File: config.mk
export PLATFORM = sky130hd
export DESIGN_NAME = key_bank_flat
export DESIGN_NICKNAME = d
export VERILOG_FILES = /design/src/rtl/key_bank_if.sv /design/src/rtl/key_bank.sv /design/src/flat_wrapper.sv
export SDC_FILE = /design/constraint.sdc
export NUM_CORES = 1
export LEC_CHECK = 0
export BUFFER_PORTS_ARGS = -buffer_cell sky130_fd_sc_hd__buf_2
export CORE_UTILIZATION = 33
export DETAILED_ROUTE_END_ITERATION = 16
export SYNTH_ARGS = -nofsm -noshare
export SYNTH_HDL_FRONTEND = slang
export SYNTH_HIERARCHICAL = 1
export SYNTH_SLANG_ARGS = --single-unit
export TNS_END_PERCENT = 10
File: constraint.sdc
create_clock -name i_clk -period 2.5 [get_ports i_clk]
set_clock_uncertainty 0.05 [all_clocks]
set_input_delay 0.375 -clock i_clk [delete_from_list [all_inputs] [get_ports i_clk]]
set_output_delay 0.375 -clock i_clk [all_outputs]
set_load 0.02 [all_outputs]
File: src/rtl/key_bank_if.sv
// key_bank_if: key pins in, debounced levels and event pulses out.
// Signals:
//   i_in    raw key pins (async to the block clock)
//   o_level debounced pressed state per channel
//   o_neg   one-cycle pulse on accepted press
//   o_pos   one-cycle pulse on accepted release
//   o_long  one-cycle pulse when a press has been held long enough
//   o_rpt   one-cycle auto-repeat pulse during a long hold
//   o_any   OR of o_level
// master: the side that drives the pins. slave: key_bank.
interface key_bank_if #(
  parameter int N_KEYS = 4
);
  logic [N_KEYS-1:0] i_in;
  logic [N_KEYS-1:0] o_level;
  logic [N_KEYS-1:0] o_neg;
  logic [N_KEYS-1:0] o_pos;
  logic [N_KEYS-1:0] o_long;
  logic [N_KEYS-1:0] o_rpt;
  logic              o_any;

  modport master (output i_in,
                  input  o_level, o_neg, o_pos, o_long, o_rpt, o_any);
  modport slave  (input  i_in,
                  output o_level, o_neg, o_pos, o_long, o_rpt, o_any);
endinterface

File: src/rtl/key_bank.sv
// key_bank: multi-channel push-button front end. Each channel has a 2-flop
// synchroniser, a debounce filter, press/release pulses, long-press detection
// and optional auto-repeat.
// Build option: define KEY_BANK_REPEAT_EN to compile in auto-repeat (o_rpt).
// Without it o_rpt is tied to 0, but HELD is still entered and o_long fires.
// Ports:
//   i_clk  system clock
//   i_rst  asynchronous active-low reset
//   kb     key_bank_if.slave (i_in in; o_level/o_neg/o_pos/o_long/o_rpt/o_any out)

module key_bank_ch #(
  parameter logic [15:0] DEBOUNCE_CYC = 16'd50000,
  parameter logic [23:0] LONG_CYC     = 24'd6000000,
  parameter logic [23:0] REPEAT_CYC   = 24'd1200000,
  parameter bit          ACTIVE_LOW   = 1'b1
) (
  input  logic i_clk,
  input  logic i_rst,
  input  logic i_pin,
  output logic o_level,
  output logic o_neg,
  output logic o_pos,
  output logic o_long,
  output logic o_rpt
);
  localparam int DW = $clog2(DEBOUNCE_CYC) + 1;
  localparam int HW = $clog2(LONG_CYC) + 1;
  localparam logic [DW-1:0] D_LAST = DW'(DEBOUNCE_CYC - 16'd1);
  localparam logic [HW-1:0] L_LAST = HW'(LONG_CYC - 24'd1);

  typedef enum logic [1:0] {IDLE, PRESS, HELD} st_e;

  st_e           st_q;
  logic [1:0]    sync_q;
  logic          level_q, neg_q, pos_q, long_q;
  logic [DW-1:0] dcnt_q, dcnt_d;
  logic [HW-1:0] hcnt_q;
  logic          p, mism, acc;

  // Normalise so 1 always means pressed; sync flops reset to "released".
  assign p    = ACTIVE_LOW ? ~i_pin : i_pin;
  assign mism = sync_q[1] ^ level_q;
  // The D-th consecutive mismatched sample flips the level.
  assign acc  = mism && (dcnt_q == D_LAST);

  always_comb begin
    dcnt_d = dcnt_q + DW'(1);
    if (!mism || acc) dcnt_d = '0;
  end

`ifdef KEY_BANK_REPEAT_EN
  localparam int RW = $clog2(REPEAT_CYC) + 1;
  localparam logic [RW-1:0] R_LAST = RW'(REPEAT_CYC - 24'd1);
  logic [RW-1:0] rcnt_q;
  logic          rpt_q;
  assign o_rpt = rpt_q;
`else
  assign o_rpt = 1'b0;
`endif

  // In IDLE the level is 0, so acc is a press; in PRESS/HELD it is a release.
  // Release wins over a long/repeat event landing on the same edge.
  always_ff @(posedge i_clk or negedge i_rst) begin
    if (!i_rst) begin
      st_q    <= IDLE;
      sync_q  <= '0;
      level_q <= 1'b0;
      neg_q   <= 1'b0;
      pos_q   <= 1'b0;
      long_q  <= 1'b0;
      dcnt_q  <= '0;
      hcnt_q  <= '0;
`ifdef KEY_BANK_REPEAT_EN
      rcnt_q  <= '0;
      rpt_q   <= 1'b0;
`endif
    end else begin
      sync_q <= {sync_q[0], p};
      dcnt_q <= dcnt_d;
      neg_q  <= acc & ~level_q;
      pos_q  <= acc &  level_q;
      long_q <= 1'b0;
`ifdef KEY_BANK_REPEAT_EN
      rpt_q  <= 1'b0;
`endif
      if (acc) level_q <= ~level_q;
      case (st_q)
        IDLE: if (acc) begin
          st_q   <= PRESS;
          hcnt_q <= '0;
        end
        PRESS: begin
          if (acc) st_q <= IDLE;
          else if (hcnt_q == L_LAST) begin
            // hcnt stops here: HELD never counts it, so o_long fires once.
            st_q   <= HELD;
            long_q <= 1'b1;
`ifdef KEY_BANK_REPEAT_EN
            rcnt_q <= '0;
`endif
          end else hcnt_q <= hcnt_q + HW'(1);
        end
        HELD: begin
          if (acc) st_q <= IDLE;
`ifdef KEY_BANK_REPEAT_EN
          else if (rcnt_q == R_LAST) begin
            rpt_q  <= 1'b1;
            rcnt_q <= '0;
          end else rcnt_q <= rcnt_q + RW'(1);
`endif
        end
        default: st_q <= IDLE;
      endcase
    end
  end

  assign o_level = level_q;
  assign o_neg   = neg_q;
  assign o_pos   = pos_q;
  assign o_long  = long_q;
endmodule

module key_bank #(
  parameter int          N_KEYS       = 4,
  parameter logic [15:0] DEBOUNCE_CYC = 16'd50000,
  parameter logic [23:0] LONG_CYC     = 24'd6000000,
  parameter logic [23:0] REPEAT_CYC   = 24'd1200000,
  parameter bit          ACTIVE_LOW   = 1'b1
) (
  input  logic        i_clk,
  input  logic        i_rst,
  key_bank_if.slave   kb
);
  logic [N_KEYS-1:0] level_w, neg_w, pos_w, long_w, rpt_w;

  for (genvar g = 0; g < N_KEYS; g++) begin : g_ch
    key_bank_ch #(
      .DEBOUNCE_CYC (DEBOUNCE_CYC),
      .LONG_CYC     (LONG_CYC),
      .REPEAT_CYC   (REPEAT_CYC),
      .ACTIVE_LOW   (ACTIVE_LOW)
    ) u_ch (
      .i_clk   (i_clk),
      .i_rst   (i_rst),
      .i_pin   (kb.i_in[g]),
      .o_level (level_w[g]),
      .o_neg   (neg_w[g]),
      .o_pos   (pos_w[g]),
      .o_long  (long_w[g]),
      .o_rpt   (rpt_w[g])
    );
  end

  assign kb.o_level = level_w;
  assign kb.o_neg   = neg_w;
  assign kb.o_pos   = pos_w;
  assign kb.o_long  = long_w;
  assign kb.o_rpt   = rpt_w;
  assign kb.o_any   = |level_w;
endmodule

File: src/flat_wrapper.sv
// flat-port wrapper written by rule: the top's interface ports become plain ports
module key_bank_flat 
#(
  parameter int          N_KEYS       = 4,
  parameter logic [15:0] DEBOUNCE_CYC = 16'd50000,
  parameter logic [23:0] LONG_CYC     = 24'd6000000,
  parameter logic [23:0] REPEAT_CYC   = 24'd1200000,
  parameter bit          ACTIVE_LOW   = 1'b1
)
  (i_clk, i_rst, kb_i_in, kb_o_level, kb_o_neg, kb_o_pos, kb_o_long, kb_o_rpt, kb_o_any);
  key_bank_if #(.N_KEYS(N_KEYS)) kb_i ();
  input  logic i_clk;
  input  logic i_rst;
  input wire logic [$bits(kb_i.i_in)-1:0] kb_i_in;
  output wire logic [$bits(kb_i.o_level)-1:0] kb_o_level;
  output wire logic [$bits(kb_i.o_neg)-1:0] kb_o_neg;
  output wire logic [$bits(kb_i.o_pos)-1:0] kb_o_pos;
  output wire logic [$bits(kb_i.o_long)-1:0] kb_o_long;
  output wire logic [$bits(kb_i.o_rpt)-1:0] kb_o_rpt;
  output wire logic [$bits(kb_i.o_any)-1:0] kb_o_any;
  assign kb_i.i_in = kb_i_in;
  assign kb_o_level = kb_i.o_level;
  assign kb_o_neg = kb_i.o_neg;
  assign kb_o_pos = kb_i.o_pos;
  assign kb_o_long = kb_i.o_long;
  assign kb_o_rpt = kb_i.o_rpt;
  assign kb_o_any = kb_i.o_any;
  key_bank #(.N_KEYS(N_KEYS), .DEBOUNCE_CYC(DEBOUNCE_CYC), .LONG_CYC(LONG_CYC), .REPEAT_CYC(REPEAT_CYC), .ACTIVE_LOW(ACTIVE_LOW)) u_core (.i_clk(i_clk), .i_rst(i_rst), .kb(kb_i));
endmodule
== Yosys cells after proc, flatten, opt, wreduce, memory -nomap -nowiden ==
Cells that the tools add are included.

* Multiplexer cells: 52
* Eq/ne operators: 36
* Add/sub/neg operators: 8
* Reductions and logical operators: 29
* Bitwise operators: 20

{| class="wikitable"
|+ Operators by type and width
! kind !! count
|-
| 24-bit 2-to-1 mux || 12
|-
| 24-bit one-hot mux with 2 select lines || 4
|-
| 24-bit by 1-bit adder with 24-bit output, second input constant || 4
|-
| 24-bit by 23-bit == test with 1-bit output, second input constant || 4
|-
| 17-bit by 1-bit adder with 17-bit output, second input constant || 4
|-
| 17-bit by 16-bit == test with 1-bit output, second input constant || 4
|-
| 17-bit 2-to-1 mux || 4
|-
| 2-bit 2-to-1 mux || 16
|-
| 2-bit inequality test, second input constant || 16
|-
| 2-bit one-hot mux with 3 select lines || 4
|-
| 4-bit AND reduction || 4
|-
| 1-bit 2-to-1 mux || 12
|-
| 3-bit inequality test, second input constant || 4
|-
| 3-bit AND reduction || 4
|-
| 1-bit AND || 8
|-
| 2-bit by 1-bit == test with 1-bit output, second input constant || 4
|-
| 2-bit == test, second input constant || 4
|-
| 2-bit zero test || 4
|-
| 1-bit inverter || 8
|-
| 2-bit nonzero test || 4
|-
| 1-bit logical AND || 4
|-
| 1-bit zero test || 4
|-
| 1-bit logical OR || 4
|-
| 4-bit OR reduction || 1
|-
| 1-bit XOR || 4
|}

* Input port bits: 6
* Flip-flop bits (word level): 196
* Output and inout port bits: 21

== Longest topological paths before layout ==
Gate-level depths: netlist of run 1.

* Depth after elaboration: 4
* Mapped depth: 8

== Cells and area by module ==
Netlist of run 1, hierarchy kept.

{| class="wikitable"
|+ Modules (own cells, without submodules)
! module !! instances !! cells each !! area each (um2)
|-
| key_bank_ch at u_core.g_ch[0].u_ch ... || 3 || 242 || 2438.6
|-
| key_bank_ch at u_core.g_ch[1].u_ch || 1 || 263 || 2576.2
|-
| key_bank || 1 || 1 || 7.5
|}

== Worst setup path after synthesis of run 1 ==
No wires, ideal clock.

* Path kind: register -> register
* Start point: register u_core.g_ch[0].u_ch.dcnt_q[11]
* End point: register u_core.g_ch[0].u_ch.hcnt_q[10]
* Path buffers: 2
* Required time: 2314 ps
* Clock period less this slack: 2462 ps
* Setup slack: 38 ps
* Stages on the path, launching flop included: 8
* Data arrival time: 2277 ps
* Setup time: 136 ps
* Cell sequence: dfrtp_1 or4_1 or4_4 buf_6 or4_4 buf_6 o311ai_1 o41ai_1

* Word-level cells in the longest chain between the ends: 4

{| class="wikitable"
|+ Ends and longest elaborated chain
! item !! line !! RTL
|-
| start: declaration || key_bank.sv:36 || <nowiki>logic [DW-1:0] dcnt_q, dcnt_d;</nowiki>
|-
| start signal: assignment || key_bank.sv:79 || <nowiki>dcnt_q <= dcnt_d;</nowiki>
|-
| 17-bit by 16-bit == test with 1-bit output * || key_bank.sv:44 || <nowiki>assign acc = mism && (dcnt_q == D_LAST);</nowiki>
|-
| 1-bit logical AND * || key_bank.sv:44 ||
|-
| 2-bit inequality test (no source line) || - ||
|-
| 4-bit AND reduction (no source line) * || - ||
|-
| end signal: assignment || key_bank.sv:101 || <nowiki>end else hcnt_q <= hcnt_q + HW'(1);</nowiki>
|-
| end: declaration || key_bank.sv:37 || <nowiki>logic [HW-1:0] hcnt_q;</nowiki>
|}

Mark *: on every way between the ends. The rest lies on a longest branch, timed or not.
A chain may end at the register's enable or synchronous reset.

== Worst setup path in the final report of run 1 ==
* Start point: register u_core.g_ch[0].u_ch.dcnt_q[5]
* End point: register u_core.g_ch[0].u_ch.hcnt_q[2]

The elaborated chain is that of the path after synthesis.

==> results of run 1 <==
cell usage after synthesis, types with 18 or more instances:
| master | n | area (µm²) |
|---|---|---|
| nand2_1 | 108 | 405 |
| mux2i_1 | 52 | 521 |
| xor2_1 | 23 | 201 |
| dfrtp_1 | 196 | 4900 |
| o31ai_1 | 22 | 165 |
| nand3_1 | 70 | 350 |
| o211ai_1 | 20 | 150 |
| and3_1 | 19 | 119 |
| nor4_1 | 18 | 113 |
| inv_1 | 24 | 90.1 |
| xnor2_1 | 42 | 368 |
| nor3_1 | 29 | 145 |
| nand4_1 | 38 | 238 |
| nor2_1 | 112 | 420 |
final timing paths:
path / start / end / slack [ns] / depth (start not counted)
max: u_core/g_ch[0].u_ch/dcnt_q[5]$_DFF_PN0_ / u_core/g_ch[0].u_ch/hcnt_q[2]$_DFFE_PN0P_ / 0.08 / 5
max reg2reg: u_core/g_ch[0].u_ch/dcnt_q[5]$_DFF_PN0_ / u_core/g_ch[0].u_ch/hcnt_q[2]$_DFFE_PN0P_ / 0.08 / 5
min in group asynchronous: i_rst / u_core/g_ch[3].u_ch/hcnt_q[15]$_DFFE_PN0P_ / 0.47 / 2
min reg2reg: u_core/g_ch[3].u_ch/sync_q[0]$_DFF_PN0_ / u_core/g_ch[3].u_ch/sync_q[1]$_DFF_PN0_ / 0.30 / 0
min: kb_i_in[1] / u_core/g_ch[1].u_ch/sync_q[0]$_DFF_PN0_ / 0.04 / 2
max in group asynchronous: i_rst / u_core/g_ch[2].u_ch/hcnt_q[15]$_DFFE_PN0P_ / 1.15 / 3
worst max-delay path: cells and delay by family, from the launching register on:
kind,cells,cell delay (ns)
AOI/OAI and AO/OA,2,0.27
and+or+nand+nor,3,1.55
DFF,1,0.42
cell usage in the layout (no fill, tap or decap), types with 11 or more instances in the layout:
cell,n
buf_2,21
a21oi_1,17
nor3_1,29
nor2_1,112
and2_1,11
and3_1,19
nand3_1,70
nor4_1,18
clkbuf_16,17
buf_4,48
mux2i_1,52
xnor2_1,42
inv_1,24
o31ai_1,22
nand2_1,108
xor2_1,23
nand4_1,38
o21ai_0,13
o211ai_1,20
dfrtp_1,196
layer usage:
layer	track usage, %	share of wire [%]
met1	18.7	50
met2	21.9	46
met3	2.28	2.1
met4	3.66	1.1
met5	0	0
layout make-up:
type	instances	area [µm²]	share of cell area, %
Inverter	24	90.1	0.794
Multi-Input combinational cell	736	4680	41.3
Tap cell	390	488	4.30
Clock inverter	14	169	1.49
Clock buffer	18	439	3.87
Timing Repair Buffer	75	569	5.02
Sequential cell	196	4900	43.2
cells by family after synthesis:
group	count (synthesis)	synth area share, %
buffers and inverters	58	3.41
adder cells (fa/ha/maj)	8	1.01
XOR/XNOR	65	5.75
flip-flops	196	49.5
AO/OA/AOI/OAI	110	8.17
other	4	0.152
multiplexers	55	5.60
AND/OR/NAND/NOR	494	26.4
sequential cells by signal, summed over array words and instances (netlist names):
signal / count
u_core/g_ch.u_ch/hcnt_q: 96
u_core/g_ch.u_ch/dcnt_q: 68
u_core/g_ch.u_ch/st_q: 8
u_core/g_ch.u_ch/sync_q: 8
u_core/g_ch.u_ch/o_level: 4
u_core/g_ch.u_ch/o_long: 4
u_core/g_ch.u_ch/o_neg: 4
u_core/g_ch.u_ch/o_pos: 4
timing repair:
item                                    CTS  global route
setup buffers                             0             2
gates resized for setup                   0             9
endpoints found under the setup margin    0            10
hold buffers                              1             0
endpoints found under the hold margin    68             0
power groups by stage:
stage / combinational [mW] / sequential (mW) / clock (mW)
final: 0.157 / 3.21 / 2.79
after global placement: 0.163 / 3.27 / 0
after CTS: 0.166 / 3.21 / 2.89
after global routing: 0.185 / 3.21 / 3.02
after detailed placement: 0.163 / 3.27 / 0
after floorplan: 0.0620 / 3.27 / 0
==> impl_results.md, run 1 <==
- Outcome: completed
- Crit-path slowest cell: or4_4
- Fin crit period: 2.42 ns
- Switching share of power: 22.5%
- Core Box Area: 29600 µm²
- Asr flop ratio synth: 100%
- CTS max path bufs: 2
- Setup Slack @ Placement: 0.0362 ns
- H-tree levels: 4
- Total length of routed wires: 19900 µm
- Fin crit share: 96.9%
- Post-Route Setup TNS: 0 ns
- Largest net degree at the start of global routing: 72
- Worst IR drop on VDD: 361 µV
- Non-filler cells, final: 1453
- Num CTS Buffers: 17
- # rows: 63
- FILL cells: 2901
- Final setup margin: 0.0766 ns
- WS Path Type: reg -> reg
- DRC violation total after the first TritonRoute iteration: 314
- NetSw: 1.38 mW
- Post-route ant nets: 0
- Die height: 175 µm
- CTS sink cnt: 196
- Number of antenna violations at the first check in global routing: 0
- Min-delay worst type: in -> reg
- CP Capture Type: flip-flop
- Die area: 30700 µm²
- DPL Wire Length: 13600 µm
- Die W: 175 µm
- Power per Cell Area: 542 nW/µm²
- Drt pass-1 iters: 5
- Worst EP required: 2.75 ns
- Comb power frac: 2.6%
- Pint: 4.77 mW
- Post-synthesis cell type count: 63
- Final Setup Violations: 0
- CP Max Fanout: 21
- RePlAce Congestion: 0.808
- CTS clk-pin slew, worst paths: 0.07 ns
- GRT overflow: 0
- Clock root buffer: clkbuf_16
- Post-DR vias/cell: 5.10
- Layout cells sized above 1: 14.4%
- Post-Syn Nets: 1004
- WL/cell: 13.7 µm
- Max_cap viols: 0
- CP max stage delay: 0.58 ns
- Clock Latency Late Sink: 0.43 ns
- First-pass GRT wire length: 34600 µm
- Worst Path Arrival: 2.67 ns
- Initial Util: 33.5%
- Gate Count Post-Synth: 990
- EDFF count, synth: 0
- Leakage: 4.83 nW
- Warnings from Yosys: 6
- CTS tree: yes
- Post-synthesis register bit count: 196
- Worst-margin pin slew: 0.614 ns
- Slew Limit Headroom: 58.9%
- Vias: 7412
- Post-Place Cell Area: 10700 µm²
- Antenna cell count: 0
- Final Util: 38.4%
- Max-slew violations: 0
- Nets: 1064
- Reg power frac: 52.2%
- Layout Cell Area excl Fill: 11300 µm²
- Total GRT Usage: 13.6%
- Cell area after synthesis: 9900 µm²
- Top FF cell, synth: dfrtp_1
- Inst Count DP: 1418
- Pwr Total: 6.15 mW
- Endpoints failing hold: 0
- I/O pin count: 27
- Mean area per synthesized cell: 10.0 µm²
- RSZ-0062 raised after global routing: yes
- Clock group share of total power: 45.3%
- Area Growth Syn to Fin: 14.6%
- CP Cell Sequence: or4b_1 > or4_4 > or4_4 > o311ai_1 > o31ai_1
- DRC Markers: 0
- Vias in the first global route: 7110
- Port-buffer cells: 22
- Fmax: 0.413 GHz
- Sequential share of the synthesized area: 49.5%
- Critical path's most frequent cell: or4_4
- Hold_ws: 0.0364 ns
- Element type at the critical path start: flip-flop
(Power assumes the default switching activity.)
==> run 2, diff against run 1 <==
ABC_AREA = 0   (was default)
SYNTH_HIERARCHICAL = default   (was 1)
==> run 2 against run 1 <==
Compared with the run above:
- global-route usage is 0.95 points higher
- maximum frequency is 0.24% lower
- sequential share of layout area is 0.32 points lower
- critical path type unchanged
==> impl_results.md, run 2 <==
- Worst EP required: 2.77 ns
- Most common cell in the netlist: dfrtp_1
- Min-delay worst type: in -> reg
- Nets: 1078
- Commonest non-fill, non-tap cell in the layout: dfrtp_1
- H-tree levels: 4
- CTS clk-pin slew, worst paths: 0.08 ns
- Pwr Total: 6.19 mW
- Mux contribution to synthesized area: 4.76%
- Area Growth Syn to Fin: 14.7%
- RePlAce Congestion: 0.809
- Hold_ws: 0.0543 ns
- Worst-margin pin slew: 0.739 ns
- Largest register FFs: 96
- Clock root buffer: clkbuf_16
- GRT overflow: 0
- Core Box Area: 29600 µm²
- Post-Synth XOR/XNOR Area: 5.36%
- Top reg by flops: u_core.g_ch.u_ch.hcnt_q
- Clock Latency Late Sink: 0.44 ns
- EDFF count, synth: 0
- DPL Wire Length: 14200 µm
- Element type at the critical path start: flip-flop
- Total length of routed wires: 20900 µm
- Simple-gate share of the synthesized area: 25.2%
- DRC violation total after the first TritonRoute iteration: 524
- Post-route ant nets: 0
- I/O pin count: 27
- # rows: 63
- WS Path Type: reg -> reg
- Die area: 30900 µm²
- Slew Limit Headroom: 50.3%
- Asr flop ratio synth: 100%
- Leakage: 4.78 nW
- Post-synthesis cell type count: 61
- Warnings from Yosys: 0
- Outcome: completed
- DRC Markers: 0
- Fin crit period: 2.43 ns
- Gate Count Post-Synth: 1015
- Max-slew violations: 0
- Sequential share of the synthesized area: 49.2%
- Final Setup Violations: 0
- Post-DR vias/cell: 5.22
- Cell area after synthesis: 9960 µm²
- Port-buffer cells: 22
- Endpoints failing hold: 0
- FILL cells: 3008
- Synth top area cells: dfrtp_1, mux2i_1, nand2_1
- Worst IR drop on VDD: 498 µV
- Antenna cell count: 0
- Largest regs: u_core.g_ch.u_ch.hcnt_q: 96 flops, u_core.g_ch.u_ch.dcnt_q: 68 flops
- Combinational family with the most area after synthesis: simple AND/OR/NAND/NOR gates
- Number of antenna violations at the first check in global routing: 0
- Die W: 176 µm
- Total GRT Usage: 14.5%
- Mean area per synthesized cell: 9.81 µm²
- Setup Slack @ Placement: 0.0200 ns
- Worst Path Arrival: 2.70 ns
- Post-synthesis register bit count: 196
- Num CTS Buffers: 17
- CP Max Fanout: 13
- Post-Place Cell Area: 10700 µm²
- Largest area contributor in the netlist: dfrtp_1
- WL/cell: 14.3 µm
- CTS sink cnt: 196
- Fin crit share: 97.2%
- CTS tree: yes
- Initial Util: 33.6%
- Top cells by count, synth: dfrtp_1, nand2_1, nor2_1, nand3_1, mux2i_1
- Die height: 176 µm
- CP Capture Type: flip-flop
- Top FF cell, synth: dfrtp_1
- CTS max path bufs: 2
- Layout Cell Area excl Fill: 11400 µm²
- Largest net degree at the start of global routing: 62
- Compound-Gate Fraction of Synth Area: 10.3%
- Vias: 7663
- Power per Cell Area: 541 nW/µm²
- Fmax: 0.412 GHz
- Final Util: 38.6%
- Drt pass-1 iters: 7
- Max_cap viols: 0
- RSZ-0062 raised after global routing: yes
- Final setup margin: 0.0707 ns
- Most frequent cells in the layout: dfrtp_1, nand2_1, nor2_1, nand3_1, buf_4
- Layout cells sized above 1: 12.3%
- Adder-cell area share of the yosys netlist: 1.01%
- Vias in the first global route: 7380
- First-pass GRT wire length: 36800 µm
- Area share of the largest cell type after synthesis: 49.2%
[run 2: where the power goes]
group	total, mW	internal, mW	leakage [nW]	switching (mW)
combinational	0.163	0.0496	1.79	0.113
clock	2.81	1.51	0.287	1.30
sequential	3.21	3.19	2.71	0.0210
total	6.19	4.75	4.78	1.44
[run 2: worst paths after layout]
check / startpoint / to / slack [ns] / depth (start not counted)
worst min register to register: u_core.g_ch[2].u_ch.sync_q[0]$_DFF_PN0_ / u_core.g_ch[2].u_ch.sync_q[1]$_DFF_PN0_ / 0.30 / 0
worst max-delay path: u_core.g_ch[0].u_ch.dcnt_q[5]$_DFF_PN0_ / u_core.g_ch[0].u_ch.hcnt_q[7]$_DFFE_PN0P_ / 0.07 / 6
min in group asynchronous: i_rst / u_core.g_ch[2].u_ch.hcnt_q[16]$_DFFE_PN0P_ / 0.43 / 2
worst max register to register: u_core.g_ch[0].u_ch.dcnt_q[5]$_DFF_PN0_ / u_core.g_ch[0].u_ch.hcnt_q[7]$_DFFE_PN0P_ / 0.07 / 6
worst min-delay path: kb_i_in[3] / u_core.g_ch[3].u_ch.sync_q[0]$_DFF_PN0_ / 0.05 / 2
max in group asynchronous: i_rst / u_core.g_ch[0].u_ch.hcnt_q[14]$_DFFE_PN0P_ / 1.26 / 3
[run 2: per-layer routing]
metal | vias up | GRT usage (%) | share of wire (%)
li1 | 3807 | - | -
met3 | 18 | 2.86 | 2.5
met4 | 0 | 4.02 | 1.0
met2 | 92 | 23.0 | 47
met1 | 3746 | 20.1 | 50
met5 | - | 0 | 0
[run 2: cell families (layout without fill, tap and decap cells)]
family,after synthesis,in the layout
DFF,196,196
xor gates and xnor gates,61,61
and+or+nand+nor,481,483
AOI/OAI and AO/OA,140,140
buffers and inverters,81,138
muxes,47,47
adders and majority gates,8,8
other,1,4
[run 2: final cells by class]
type / instances / area [µm²] / share of cell area [%]
flip-flops and latches: 196 / 4900 / 42.9
multi-input cells: 743 / 4720 / 41.3
repair buffers: 80 / 622 / 5.44
well taps: 390 / 488 / 4.27
clock buffers: 18 / 429 / 3.76
clock inverters: 14 / 168 / 1.47
inverters: 26 / 97.6 / 0.854
[run 2: worst max-delay path, cell delays in order, from the launching register on]
cell      delay [ns]
dfrtp_1         0.38
or4b_4          0.54
or4_4           0.54
or4_4           0.43
buf_6           0.16
o311ai_1        0.08
o41ai_1         0.12
[run 2: what timing repair did]
| item | CTS | global route |
|---|---|---|
| hold endpoints to repair | 59 | 0 |
| endpoints found under the setup margin | 13 | 44 |
| resized for setup | 4 | 8 |
| pin swaps | 6 | 2 |
| gates cloned | 2 | 0 |
| setup buffers | 0 | 0 |
| hold buffers | 4 | 0 |
[run 2: through the flow]
stage	setup TNS, ns	instances
after floorplan	-0.747	1018
after global routing	-0.128	1467
after global placement	0	1429
final	0	1467
after detailed placement	0	1429
after CTS	-0.000815	1467
==> run 3, diff against run 2 <==
CORE_ASPECT_RATIO = 0.7   (was default)
==> run 3 against run 2 <==
Compared with the run above:
- hold slack got worse by 0.031 ns
- via count rose by 0.91%
- cell count barely moved
- flip-flop and latch count did not move
- routed wire length rose by 4.6%
- largest power group unchanged
==> impl_results.md, run 3 (same netlist as run 2, synthesis figures left out) <==
- Top reg by flops: u_core.g_ch.u_ch.hcnt_q
- Vias: 7733
- Layout Cell Area excl Fill: 11500 µm²
- Max_cap viols: 0
- Core Box Area: 29300 µm²
- CTS clk-pin slew, worst paths: 0.07 ns
- Min-delay worst type: in -> reg
- Worst IR drop on VDD: 416 µV
- Num CTS Buffers: 17
- Clock Latency Late Sink: 0.45 ns
- Final Setup Violations: 0
- Largest net degree at the start of global routing: 66
- Post-Place Cell Area: 10700 µm²
- Most frequent cells in the layout: dfrtp_1, nand2_1, nor2_1, nand3_1, buf_4
- Largest register FFs: 96
- Reg area: 4900 µm²
- CP Max Fanout: 5
- Nets: 1089
- Leakage: 4.83 nW
- WS Path Type: reg -> reg
- Cell family with most CP delay: simple AND/OR/NAND/NOR gates
- Multi-input gate area: 4730 µm²
- CTS sink cnt: 196
- Slew Limit Headroom: 50.5%
- Endpoints failing hold: 0
- Fin crit share: 99.5%
- Area Growth Syn to Fin: 15.2%
- First-pass GRT wire length: 37700 µm
- WHS Path Cells: 2
- Worst-margin pin slew: 0.735 ns
- H-tree levels: 4
- # rows: 52
- Element type at the critical path start: flip-flop
- R2R Path End: u_core.g_ch[2].u_ch.hcnt_q[6]$_DFFE_PN0P_
- Max-slew violations: 0
- Worst Path Arrival: 2.79 ns
- CP Cell Sequence: or4b_4 > or4_4 > buf_6 > o22ai_4 > nor2_1 > a221oi_1
- CTS max path bufs: 2
- GRT overflow: 0
- Worst EP required: 2.80 ns
- RSZ-0062 raised after global routing: yes
- CP Capture Type: flip-flop
- Fin crit period: 2.49 ns
- Die area: 30900 µm²
- I/O pin count: 27
- Post-Route Setup TNS: 0 ns
- Bufs and invs on worst path: 1
- Commonest non-fill, non-tap cell in the layout: dfrtp_1
- Outcome: completed
- Post-DR vias/cell: 5.27
- Launching point of the worst reg2reg path: u_core.g_ch[2].u_ch.dcnt_q[7]$_DFF_PN0_
- Initial Util: 34.0%
- Vias in the first global route: 7504
- CTS tree: yes
- Crit-path slowest cell: or4_4
- DRC violation total after the first TritonRoute iteration: 603
- Layout cells sized above 1: 13.4%
- Post-route ant nets: 0
- DPL Wire Length: 14700 µm
- CP max stage delay: 0.61 ns
- Hold_ws: 0.0231 ns
- Total GRT Usage: 15.1%
- Total length of routed wires: 21900 µm
- DRC Markers: 0
- Worst Hold End: u_core.g_ch[2].u_ch.sync_q[0]$_DFF_PN0_
- RePlAce Congestion: 0.843
- Antenna cell count: 0
- Register-to-Register Path Depth: 6
- Clock root buffer: clkbuf_16
- Port-buffer cells: 22
- FILL cells: 2888
- HP Start: kb_i_in[2]
- Number of antenna violations at the first check in global routing: 0
- Largest regs: u_core.g_ch.u_ch.hcnt_q: 96 flops, u_core.g_ch.u_ch.dcnt_q: 68 flops
- R2R setup slack: 0.01 ns
- WL/cell: 14.9 µm
- Die W: 210 µm
- Die height: 147 µm
- Power per Cell Area: 525 nW/µm²
- Drt pass-1 iters: 5
- Fmax: 0.402 GHz
## run 3: cell count changes in the layout (fill, tap and decap cells not counted), sizes merged
cell      delta
inv          -5
clkinvlp     +2
bufinv       -1
clkbuf       +1
buf         +10
clkinv       +4
## run 3: metal layers
| metal | track usage [%] | up-vias | share of wire [%] |
|---|---|---|---|
| met4 | 4.05 | 0 | 1.1 |
| met3 | 3.85 | 18 | 4.2 |
| li1 | - | 3834 | - |
| met2 | 21.7 | 138 | 42 |
| met5 | 0 | - | 0 |
| met1 | 22.2 | 3743 | 53 |
## run 3: how the worst max path moves through the flow
stage	from	to	cells after the start
3_3_place_gp	u_core.g_ch[2].u_ch.dcnt_q[16]$_DFF_PN0_	u_core.g_ch[2].u_ch.hcnt_q[11]$_DFFE_PN0P_	5
4_1_cts	u_core.g_ch[2].u_ch.dcnt_q[7]$_DFF_PN0_	u_core.g_ch[2].u_ch.hcnt_q[18]$_DFFE_PN0P_	5
5_1_grt	u_core.g_ch[2].u_ch.dcnt_q[7]$_DFF_PN0_	u_core.g_ch[2].u_ch.hcnt_q[12]$_DFFE_PN0P_	7
6_report	u_core.g_ch[2].u_ch.dcnt_q[7]$_DFF_PN0_	u_core.g_ch[2].u_ch.hcnt_q[6]$_DFFE_PN0P_	6
2_1_floorplan	u_core.g_ch[2].u_ch.dcnt_q[16]$_DFF_PN0_	u_core.g_ch[2].u_ch.hcnt_q[17]$_DFFE_PN0P_	8
3_5_place_dp	u_core.g_ch[2].u_ch.dcnt_q[16]$_DFF_PN0_	u_core.g_ch[2].u_ch.hcnt_q[14]$_DFFE_PN0P_	5
## run 3: power breakdown
| group | internal (mW) | switching, mW |
|---|---|---|
| Sequential | 3.19 | 0.0204 |
| Combinational | 0.0420 | 0.111 |
| Clock | 1.38 | 1.28 |
## run 3: through the flow
| stage | util, % | setup slack (ns) | total power [mW] | std cells |
|---|---|---|---|---|
| after CTS | 38.8 | -0.0160 | 6.13 | 1460 |
| final | 39.2 | 0.0120 | 6.03 | 1466 |
| after floorplan | - | -0.0518 | 3.32 | 1018 |
| after global placement | 36.6 | -0.0178 | 3.42 | 1420 |
| after global routing | 39.2 | -0.0493 | 6.26 | 1466 |
| after detailed placement | 36.6 | -0.0598 | 3.43 | 1420 |
## run 3: final cells by class
| type | instances | share of cell area (%) |
|---|---|---|
| repair buffers | 91 | 6.21 |
| clock buffers | 18 | 3.74 |
| multi-input cells | 743 | 41.2 |
| flip-flops and latches | 196 | 42.7 |
| inverters | 26 | 0.850 |
| clock inverters | 14 | 1.13 |
| well taps | 378 | 4.12 |
## run 3: repair_timing
action,CTS,global route
gates resized for setup,3,12
pin swaps,7,4
setup buffers,2,4
cloned,2,2
setup endpoints to repair,23,40
hold buffers,4,0
endpoints found under the hold margin,64,0
